**src/rtl/uart_rx_framed.sv**
```systemverilog
// uart_rx_framed: configurable UART receiver with a valid/ready output.
//
// Each frame has a start bit, p_DATA_BITS data bits sent LSB first, an
// optional parity bit and p_STOP_BITS stop bits. Every bit slot is sampled
// three times around its middle, and a majority vote of those samples
// decides the bit value. Every completed frame is committed to the output,
// including frames with parity or framing errors. If a word is still held
// when a new frame completes, the new frame is dropped and the overrun flag
// is raised on the held word.
//
// Ports:
//   i_clk        system clock, rising edge
//   i_reset      synchronous active-high reset
//   i_rx         asynchronous serial input, idles high
//   o_data       received word, meaningful while o_valid=1
//   o_valid      word available
//   i_ready      consumer takes the word when o_valid & i_ready
//   o_parity_err parity mismatch on the held word (0 when p_PARITY=0)
//   o_frame_err  at least one stop bit of the held word sampled low
//   o_overrun    a later frame was dropped while this word was held
//   o_busy       receiver is in any state other than IDLE
module uart_rx_framed #(
  parameter int p_CLKS_PER_BIT = 16,
  parameter int p_DATA_BITS    = 8,
  parameter int p_PARITY       = 0,
  parameter int p_STOP_BITS    = 1,
  parameter int p_SYNC_STAGES  = 2
) (
  input  logic                   i_clk,
  input  logic                   i_reset,
  input  logic                   i_rx,
  output logic [p_DATA_BITS-1:0] o_data,
  output logic                   o_valid,
  input  logic                   i_ready,
  output logic                   o_parity_err,
  output logic                   o_frame_err,
  output logic                   o_overrun,
  output logic                   o_busy
);

  localparam int CNT_W    = $clog2(p_CLKS_PER_BIT);
  localparam int MID      = p_CLKS_PER_BIT / 2;
  localparam int BITS_MAX = (p_DATA_BITS > p_STOP_BITS) ? p_DATA_BITS : p_STOP_BITS;
  localparam int BIT_W    = (BITS_MAX > 1) ? $clog2(BITS_MAX) : 1;

  localparam logic [CNT_W-1:0] SAMP_A    = CNT_W'(MID - 1);
  localparam logic [CNT_W-1:0] SAMP_B    = CNT_W'(MID);
  localparam logic [CNT_W-1:0] SAMP_C    = CNT_W'(MID + 1);
  localparam logic [CNT_W-1:0] CNT_LAST  = CNT_W'(p_CLKS_PER_BIT - 1);
  localparam logic [BIT_W-1:0] DATA_LAST = BIT_W'(p_DATA_BITS - 1);
  localparam logic [BIT_W-1:0] STOP_LAST = BIT_W'(p_STOP_BITS - 1);

  typedef enum logic [2:0] {
    IDLE,
    START,
    DATA,
    PARITY,
    STOP,
    WAIT_IDLE
  } state_t;

  state_t state;
  state_t state_next;

  logic [p_SYNC_STAGES-1:0] sync;
  logic                     line;
  logic                     line_next;
  logic [CNT_W-1:0]         cnt;
  logic [BIT_W-1:0]         bitcnt;
  logic                     samp_a;
  logic                     samp_b;
  logic [p_DATA_BITS-1:0]   shreg;
  logic [p_DATA_BITS-1:0]   msb_bit;
  logic                     perr;
  logic                     ferr;
  logic                     decide;
  logic                     bit_val;
  logic                     commit;

  function automatic logic maj3(input logic a, input logic b, input logic c);
    return (a & b) | (a & c) | (b & c);
  endfunction

  // Flags a mismatch between the received parity bit and the data word.
  function automatic logic parity_err(input logic [p_DATA_BITS-1:0] d, input logic b);
    logic ones_odd;
    ones_odd = (^d) ^ b;
    return (p_PARITY == 1) ? ~ones_odd : ones_odd;
  endfunction

  // The edge detector looks one stage ahead in the synchroniser. The START
  // state then begins on the first cycle that the line reads low, so slot
  // counter 0 lines up with the start of the bit on the synchronised line.
  assign line      = sync[p_SYNC_STAGES-1];
  assign line_next = sync[p_SYNC_STAGES-2];

  assign decide  = (cnt == SAMP_C) &&
                   (state == START || state == DATA || state == PARITY || state == STOP);
  assign bit_val = maj3(samp_a, samp_b, line);

  always_ff @(posedge i_clk) begin
    if (i_reset) begin
      sync  <= '1;
      state <= IDLE;
    end else begin
      sync  <= {sync[p_SYNC_STAGES-2:0], i_rx};
      state <= state_next;
    end
  end

  always_comb begin
    state_next = state;
    commit     = 1'b0;
    o_busy     = (state != IDLE);
    case (state)
      IDLE: begin
        if (line && !line_next) state_next = START;
      end
      START: begin
        if (decide) state_next = bit_val ? IDLE : DATA;
      end
      DATA: begin
        if (decide && bitcnt == DATA_LAST) state_next = (p_PARITY != 0) ? PARITY : STOP;
      end
      PARITY: begin
        if (decide) state_next = STOP;
      end
      STOP: begin
        if (decide && bitcnt == STOP_LAST) begin
          commit = 1'b1;
          // A low final stop bit may be a break; wait for the line to
          // return high so the break is not taken as another start.
          state_next = bit_val ? IDLE : WAIT_IDLE;
        end
      end
      WAIT_IDLE: begin
        if (line) state_next = IDLE;
      end
      default: state_next = IDLE;
    endcase
  end

  always_ff @(posedge i_clk) begin
    if (i_reset) begin
      cnt    <= '0;
      bitcnt <= '0;
      perr   <= 1'b0;
      ferr   <= 1'b0;
    end else begin
      if (state == IDLE || state == WAIT_IDLE) cnt <= '0;
      else if (cnt == CNT_LAST) cnt <= '0;
      else cnt <= cnt + 1'b1;

      if (state == IDLE) begin
        bitcnt <= '0;
        perr   <= 1'b0;
        ferr   <= 1'b0;
      end else if (decide) begin
        case (state)
          DATA:    bitcnt <= (bitcnt == DATA_LAST) ? '0 : bitcnt + 1'b1;
          PARITY:  perr <= parity_err(shreg, bit_val);
          STOP: begin
            bitcnt <= (bitcnt == STOP_LAST) ? '0 : bitcnt + 1'b1;
            if (!bit_val) ferr <= 1'b1;
          end
          default: ;
        endcase
      end
    end
  end

  always_comb begin
    msb_bit                = '0;
    msb_bit[p_DATA_BITS-1] = bit_val;
  end

  always_ff @(posedge i_clk) begin
    if (cnt == SAMP_A) samp_a <= line;
    if (cnt == SAMP_B) samp_b <= line;
    if (decide && state == DATA) shreg <= (shreg >> 1) | msb_bit;
  end

  always_ff @(posedge i_clk) begin
    if (i_reset) begin
      o_data       <= '0;
      o_valid      <= 1'b0;
      o_parity_err <= 1'b0;
      o_frame_err  <= 1'b0;
      o_overrun    <= 1'b0;
    end else if (commit) begin
      if (!o_valid || i_ready) begin
        o_data       <= shreg;
        o_parity_err <= perr;
        o_frame_err  <= ferr | ~bit_val;
        o_valid      <= 1'b1;
        o_overrun    <= 1'b0;
      end else begin
        o_overrun    <= 1'b1;
      end
    end else if (o_valid && i_ready) begin
      o_valid   <= 1'b0;
      o_overrun <= 1'b0;
    end
  end

endmodule

```
**config.mk**
```make
export PLATFORM = sky130hd
export DESIGN_NAME = uart_rx_framed
export DESIGN_NICKNAME = d
export VERILOG_FILES = /design/src/rtl/uart_rx_framed.sv
export SDC_FILE = /design/constraint.sdc
export NUM_CORES = 1
export LEC_CHECK = 0
export CAP_MARGIN = 20
export CORE_MARGIN = 8
export CORE_UTILIZATION = 58
export CTS_BUF_LIST = sky130_fd_sc_hd__clkbuf_4 sky130_fd_sc_hd__clkbuf_8
export DETAILED_ROUTE_END_ITERATION = 12
export PLACE_DENSITY = 0.81
export SLEW_MARGIN = 15
export SYNTH_ARGS = -nofsm -noshare
export SYNTH_HDL_FRONTEND = slang
export SYNTH_SLANG_ARGS = --single-unit
```
**constraint.sdc**
```tcl
create_clock -name i_clk -period 2.3 [get_ports i_clk]
set_input_delay 0.23 -clock i_clk [delete_from_list [all_inputs] [get_ports i_clk]]
set_output_delay 0.23 -clock i_clk [all_outputs]
set_load 0.02 [all_outputs]
```
* Word level (Yosys, flattened, before mapping)
Index checks and enable logic that the tools add are counted.
Word-level totals: bits in registers 36, input port bits 4, output and inout bits 13, logic and storage cells 88
Operators by class: $add $sub $neg 2, eq/ne operators 17, muxes and demuxes 19, bitwise gates (word level) 9, reductions and logical operators 27
Operator list (number):
- $mux W3 | 9
- $pmux W3 S6 | 1
- $eq A4 B4 Y1 const B | 3
- $eq A3 B3 Y1 const B | 3
- $ne A2 B2 Y1 const B | 4
- $or A7 B8 Y8 | 1
- $reduce_and A2 Y1 | 4
- $reduce_xor A8 Y1 | 1
- $mux W1 | 7
- $eq A3 B2 Y1 const B | 2
- $logic_and A1 B1 Y1 | 6
- $logic_not A3 Y1 | 2
- $ne A2 B1 Y1 const B | 3
- $pmux W3 S2 | 1
- $reduce_and A6 Y1 | 1
- $logic_or A1 B1 Y1 | 5
- $add A4 B1 Y4 const B | 1
- $eq A4 B3 Y1 const B | 1
- $reduce_bool A2 Y1 | 2
- $add A3 B1 Y3 const B | 1
- $and A1 B1 Y1 | 3
- $eq A3 B1 Y1 const B | 1
- $or A1 B1 Y1 | 3
- $reduce_and A3 Y1 | 1
- 7 further kinds | 8

* Depth between registers and ports, before layout
word-level depth 10, gate-level depth with buffers 8, depth with buffers taken out 7

* Worst setup path before layout
Ideal clock, no wire load.
kind register to register, start point register cnt[0], end point register shreg[0] (enable), library setup time 0.383 ns, data arrival time 1.285 ns, required time 1.917 ns, slack 0.632 ns, stages on the path, launching flop included 4, path buffers 0, clock period less this slack 1.668 ns, cell sequence dfxtp_1 > ha_1 > nand4b_1 > nor3_1
On the way: cells in the longest elaborated chain, start to end 3
Ends and longest elaborated chain:
- start: declaration | line 68 | logic [CNT_W-1:0] cnt;
- start signal: assignment | line 152 | else cnt <= cnt + 1'b1;
- $eq A4 B4 Y1 | line 97 | assign decide = (cnt == SAMP_C) &&
- $logic_and A1 B1 Y1 | line 97
- $logic_and A1 B1 Y1 | line 180 | if (decide && state == DATA) shreg <= (shreg >> 1) | msb_bit;
- end signal: assignment | line 180
- end: declaration | line 72 | logic [p_DATA_BITS-1:0] shreg;
No other way between the ends. A chain may end at the register's enable or synchronous reset.

* Worst setup path in the final report
start point register state[2], end point output o_busy
On the way: cells in the longest elaborated chain, start to end 1
Ends and longest elaborated chain:
- start: declaration | line 62 | state_t state;
- start signal: assignment | line 107 | state <= state_next;
- $reduce_bool A3 Y1 | line 114 | o_busy = (state != IDLE);
- end: declaration | line 38 | output logic o_busy
No other way between the ends.

==> metrics.md <==
| Metric | Value |
|---|---|
| Rows | 19 |
| Placed Cells | 196 |
| Core ar. | 0.00271 mm2 |
| Hold_buf cts | 0 |
| Clock Tree Buf Depth | 2 |
| Clock tree sinks | 36 |
| Layout cell share with drive strength beyond 1 | 11.6% |
| Status | complete, no violations |
| DR DRC count | 0 |
| DRC marker count from the first detailed-route iteration | 89 |
| Worst-Margin Slew | 0.454 ns |
| Internal | 0.910 mW |
| Initial antenna violation count | 0 |
| Synth cell types | 42 |
| Tot Pwr | between 1 and 1.5 mW |
| Minimum clock period | ~2.1 ns |
| Filler cells | 210 |
| Worst reg2reg path endpoint | bitcnt[0]$_SDFFE_PP0P_ |
| R2r worst-path depth | 5 |
| Die width | 68.9 um |
| Largest net degree at the start of global routing | 15 |
| Via count | 1132 |
| Worst-path maximum fanout | 14 |
| Psw | ~0.24 mW |
| Pre-CTS setup slack | 0.602 ns |
| Mean routed wirelength per cell | 14.7 um |
| Critical path required time | 2.07 ns |
| Syn_area_per_cell | 10.6 um2 |
| RSZ-0062 raised after global routing | no |
| I/O pin count | 17 |
| RD Place Congestion | 0.788 |
| Nets@finish | 182 |
| Final worst slack | 0.225 ns |
| H-tree level count | 2 |
| Switching Share | around a fifth |
| Final period util | 90.2% |
| Synth top area cells | dfxtp_1, edfxtp_1, mux2i_1 |
| Peak supply drop | between 700 and 800 uV |
| Worst r2r src | state[2]$_SDFFE_PP0P_ |
| Post-CTS sizing | 0 |
| Vias in the first global route | 1069 |
| Worst-path clk slew | 0.11 ns |
| Clock power share | between 30% and 40% |
| Sequential Power Share | a little under three fifths |
| Endpoints failing setup | 0 |
| WL final | 3000 um |
| Tot GR Track Use | 14.0% |
| Worst hold endpoint | sync[0]$_SDFF_PP1_ |
| Lkg Pwr | 0.753 nW |
| Initial Util | 60.0% |
| Global-route wire length before repair | 4960 um |
| Remaining global-route overflow | 0 |
| Final Skew | 0.0118 ns |
| First drt pass iteration count | 4 |
| Setup crit end kind | primary output |
| CP Data Arrival Time | 1.85 ns |
| Synth warn | 0 |
| Hold Startpoint | i_rx |
| FMAX | 0.482 GHz |
| Slew Limit Fails | 0 |
| Root buf cell | clkbuf_4 |
| Power per cell area | 612 mW/mm2 |
| CTS tree | done |
| HPWL after DPL | 2200 um |
| Final number of hold-violating endpoints | 0 |
| Die height | 68.9 um |
| Hold Path Depth | 2 |
| CP Launch Type | flop |
| Area grow syn2layout | 15.4% |
| Post-synthesis sequential element count | 36 |
| Synthesized area | 0.00163 mm2 |
| # diodes | 0 |
| Clk Latency, worst-skew pair | 0.34 ns |
| Post-Layout Cell Count | 204 |
| Setup slack, reg-to-reg | approximately 0.55 ns |
| Crit Path Category | reg -> out |
| Post-Syn Instances | 153 |
| Post-route setup TNS | 0 ns |
| Worst hold-check path type | in -> reg |
| Rel. slew slack | 69.4% |
| Mapped Nets | between 150 and 200 |
| Register area share after synthesis | 50.5% |
| Top cell type by total area after synthesis | dfxtp_1 |
| Synth top area share | between 30% and 40% |
| Port bufs | 16 |
| DIE AREA | ~0.0048 mm2 |
| Number of max-cap violations | 0 |
| Num CTS Buffers | 5 |
| Routed Antenna Nets | 0 |
| Logic pwr share | between 3 and 4% |
| Via density per instance | between 5 and 6 |
| Post-CTS setup repair buffer count | 0 |
area by class of cell:
class | instances | area, um2 | share of cell area, %
flip-flops and latches | 36 | 821 | 43.8
multi-input cells | 104 | 731 | 39.0
clock buffers | 6 | 45.0 | 2.40
well taps | 31 | 38.8 | 2.07
repair buffers | 19 | 183 | 9.74
inverters | 6 | 22.5 | 1.20
clock inverters | 2 | 35.0 | 1.87
cell usage after synthesis, drive strengths merged:
| master | number |
|---|---|
| a2111o | 1 |
| a211oi | 1 |
| a21o | 1 |
| a21oi | 8 |
| a22oi | 1 |
| a31oi | 2 |
| and2b | 1 |
| and3b | 2 |
| buf | 5 |
| clkbuf | 2 |
| dfxtp | 26 |
| edfxtp | 10 |
| ha | 6 |
| inv | 6 |
| mux2 | 1 |
| mux2i | 10 |
| nand2 | 5 |
| nand2b | 3 |
| nand3 | 4 |
| nand3b | 2 |
| nand4 | 1 |
| nand4b | 1 |
| nor2 | 23 |
| nor2b | 2 |
| nor3 | 5 |
| nor3b | 3 |
| o21a | 1 |
| o21ai | 3 |
| o22a | 1 |
| o22ai | 1 |
| o32ai | 1 |
| or2 | 2 |
| or3 | 1 |
| xnor2 | 7 |
| xnor3 | 1 |
| xor2 | 3 |
stage by stage:
step	instance area (um2)	hold slack [ns]	util (%)
finish	1880	0.454	69.2
CTS	1880	0.432	69.2
global placement	1800	0.438	66.3
global route	1880	0.454	69.2
detailed placement	1800	0.443	66.3
floorplan	1630	0.332	-
layer usage:
| metal | share of wire (%) | global-route usage (%) | wire (um) | vias up |
|---|---|---|---|---|
| li1 | - | - | - | 570 |
| met1 | 45 | 16.5 | 1350 | 529 |
| met2 | 49 | 22.8 | 1460 | 29 |
| met3 | 5.7 | 5.98 | 172 | 4 |
| met4 | 0.43 | 4.01 | 13 | 0 |
| met5 | 0 | 0 | 0 | - |
worst max-delay path, stage by stage, from the launching register on:
cell	delay, ns
dfxtp_1	0.47
or3_1	0.46
clkdlybuf4s50_1	0.57
power groups by stage:
stage | Sequential, mW | Combinational, mW | Clock (mW)
4_1_cts | 0.660 | 0.0382 | 0.464
6_report | 0.660 | 0.0379 | 0.450
5_1_grt | 0.661 | 0.0409 | 0.489
2_1_floorplan | 0.670 | 0.0271 | 0
3_5_place_dp | 0.674 | 0.0377 | 0
3_3_place_gp | 0.674 | 0.0363 | 0
registers in the layout (all words and copies together) (netlist names):
register / cells
samp_b: 1
samp_a: 1
o_overrun: 1
bitcnt: 3
sync: 2
perr: 1
o_valid: 1
o_data: 8
shreg: 8
state: 3
cnt: 4
o_parity_err: 1
ferr: 1
o_frame_err: 1
placed cells by master, fill, tap and decap left out, drive strengths merged, types with 3 or more instances in the layout:
| cell | n |
|---|---|
| dfxtp | 26 |
| nor2 | 23 |
| clkdlybuf4s50 | 16 |
| mux2i | 10 |
| edfxtp | 10 |
| a21oi | 8 |
| xnor2 | 7 |
| inv | 6 |
| ha | 6 |
| clkbuf | 6 |
| nor3 | 5 |
| nand2 | 5 |
| nand3 | 4 |
| nand2b | 3 |
| xor2 | 3 |
| buf | 3 |
| o21ai | 3 |
| nor3b | 3 |
how the worst max path moves through the flow:
stage                          start                        to  slack, ns  depth (start not counted)
5_1_grt        state[2]$_SDFFE_PP0P_                    o_busy       0.15                          2
2_1_floorplan      cnt[0]$_SDFF_PP0_        shreg[0]$_DFFE_PP_       0.63                          3
3_3_place_gp   state[2]$_SDFFE_PP0P_                    o_busy       0.67                          2
4_1_cts        state[2]$_SDFFE_PP0P_                    o_busy       0.20                          2
3_5_place_dp   state[2]$_SDFFE_PP0P_  o_frame_err$_SDFFE_PP0P_       0.60                          5
6_report       state[2]$_SDFFE_PP0P_                    o_busy       0.22                          2
logic make-up after synthesis:
logic type / count (synthesis) / share of synthesized area (%)
and+or+nand+nor: 55 / 18.1
DFF: 36 / 50.5
AOI/OAI and AO/OA: 21 / 8.62
buffers and inverters: 13 / 4.54
xor gates and xnor gates: 11 / 6.77
muxes: 11 / 6.85
adders and majority gates: 6 / 4.62
Power figures use the tool's default switching activity.
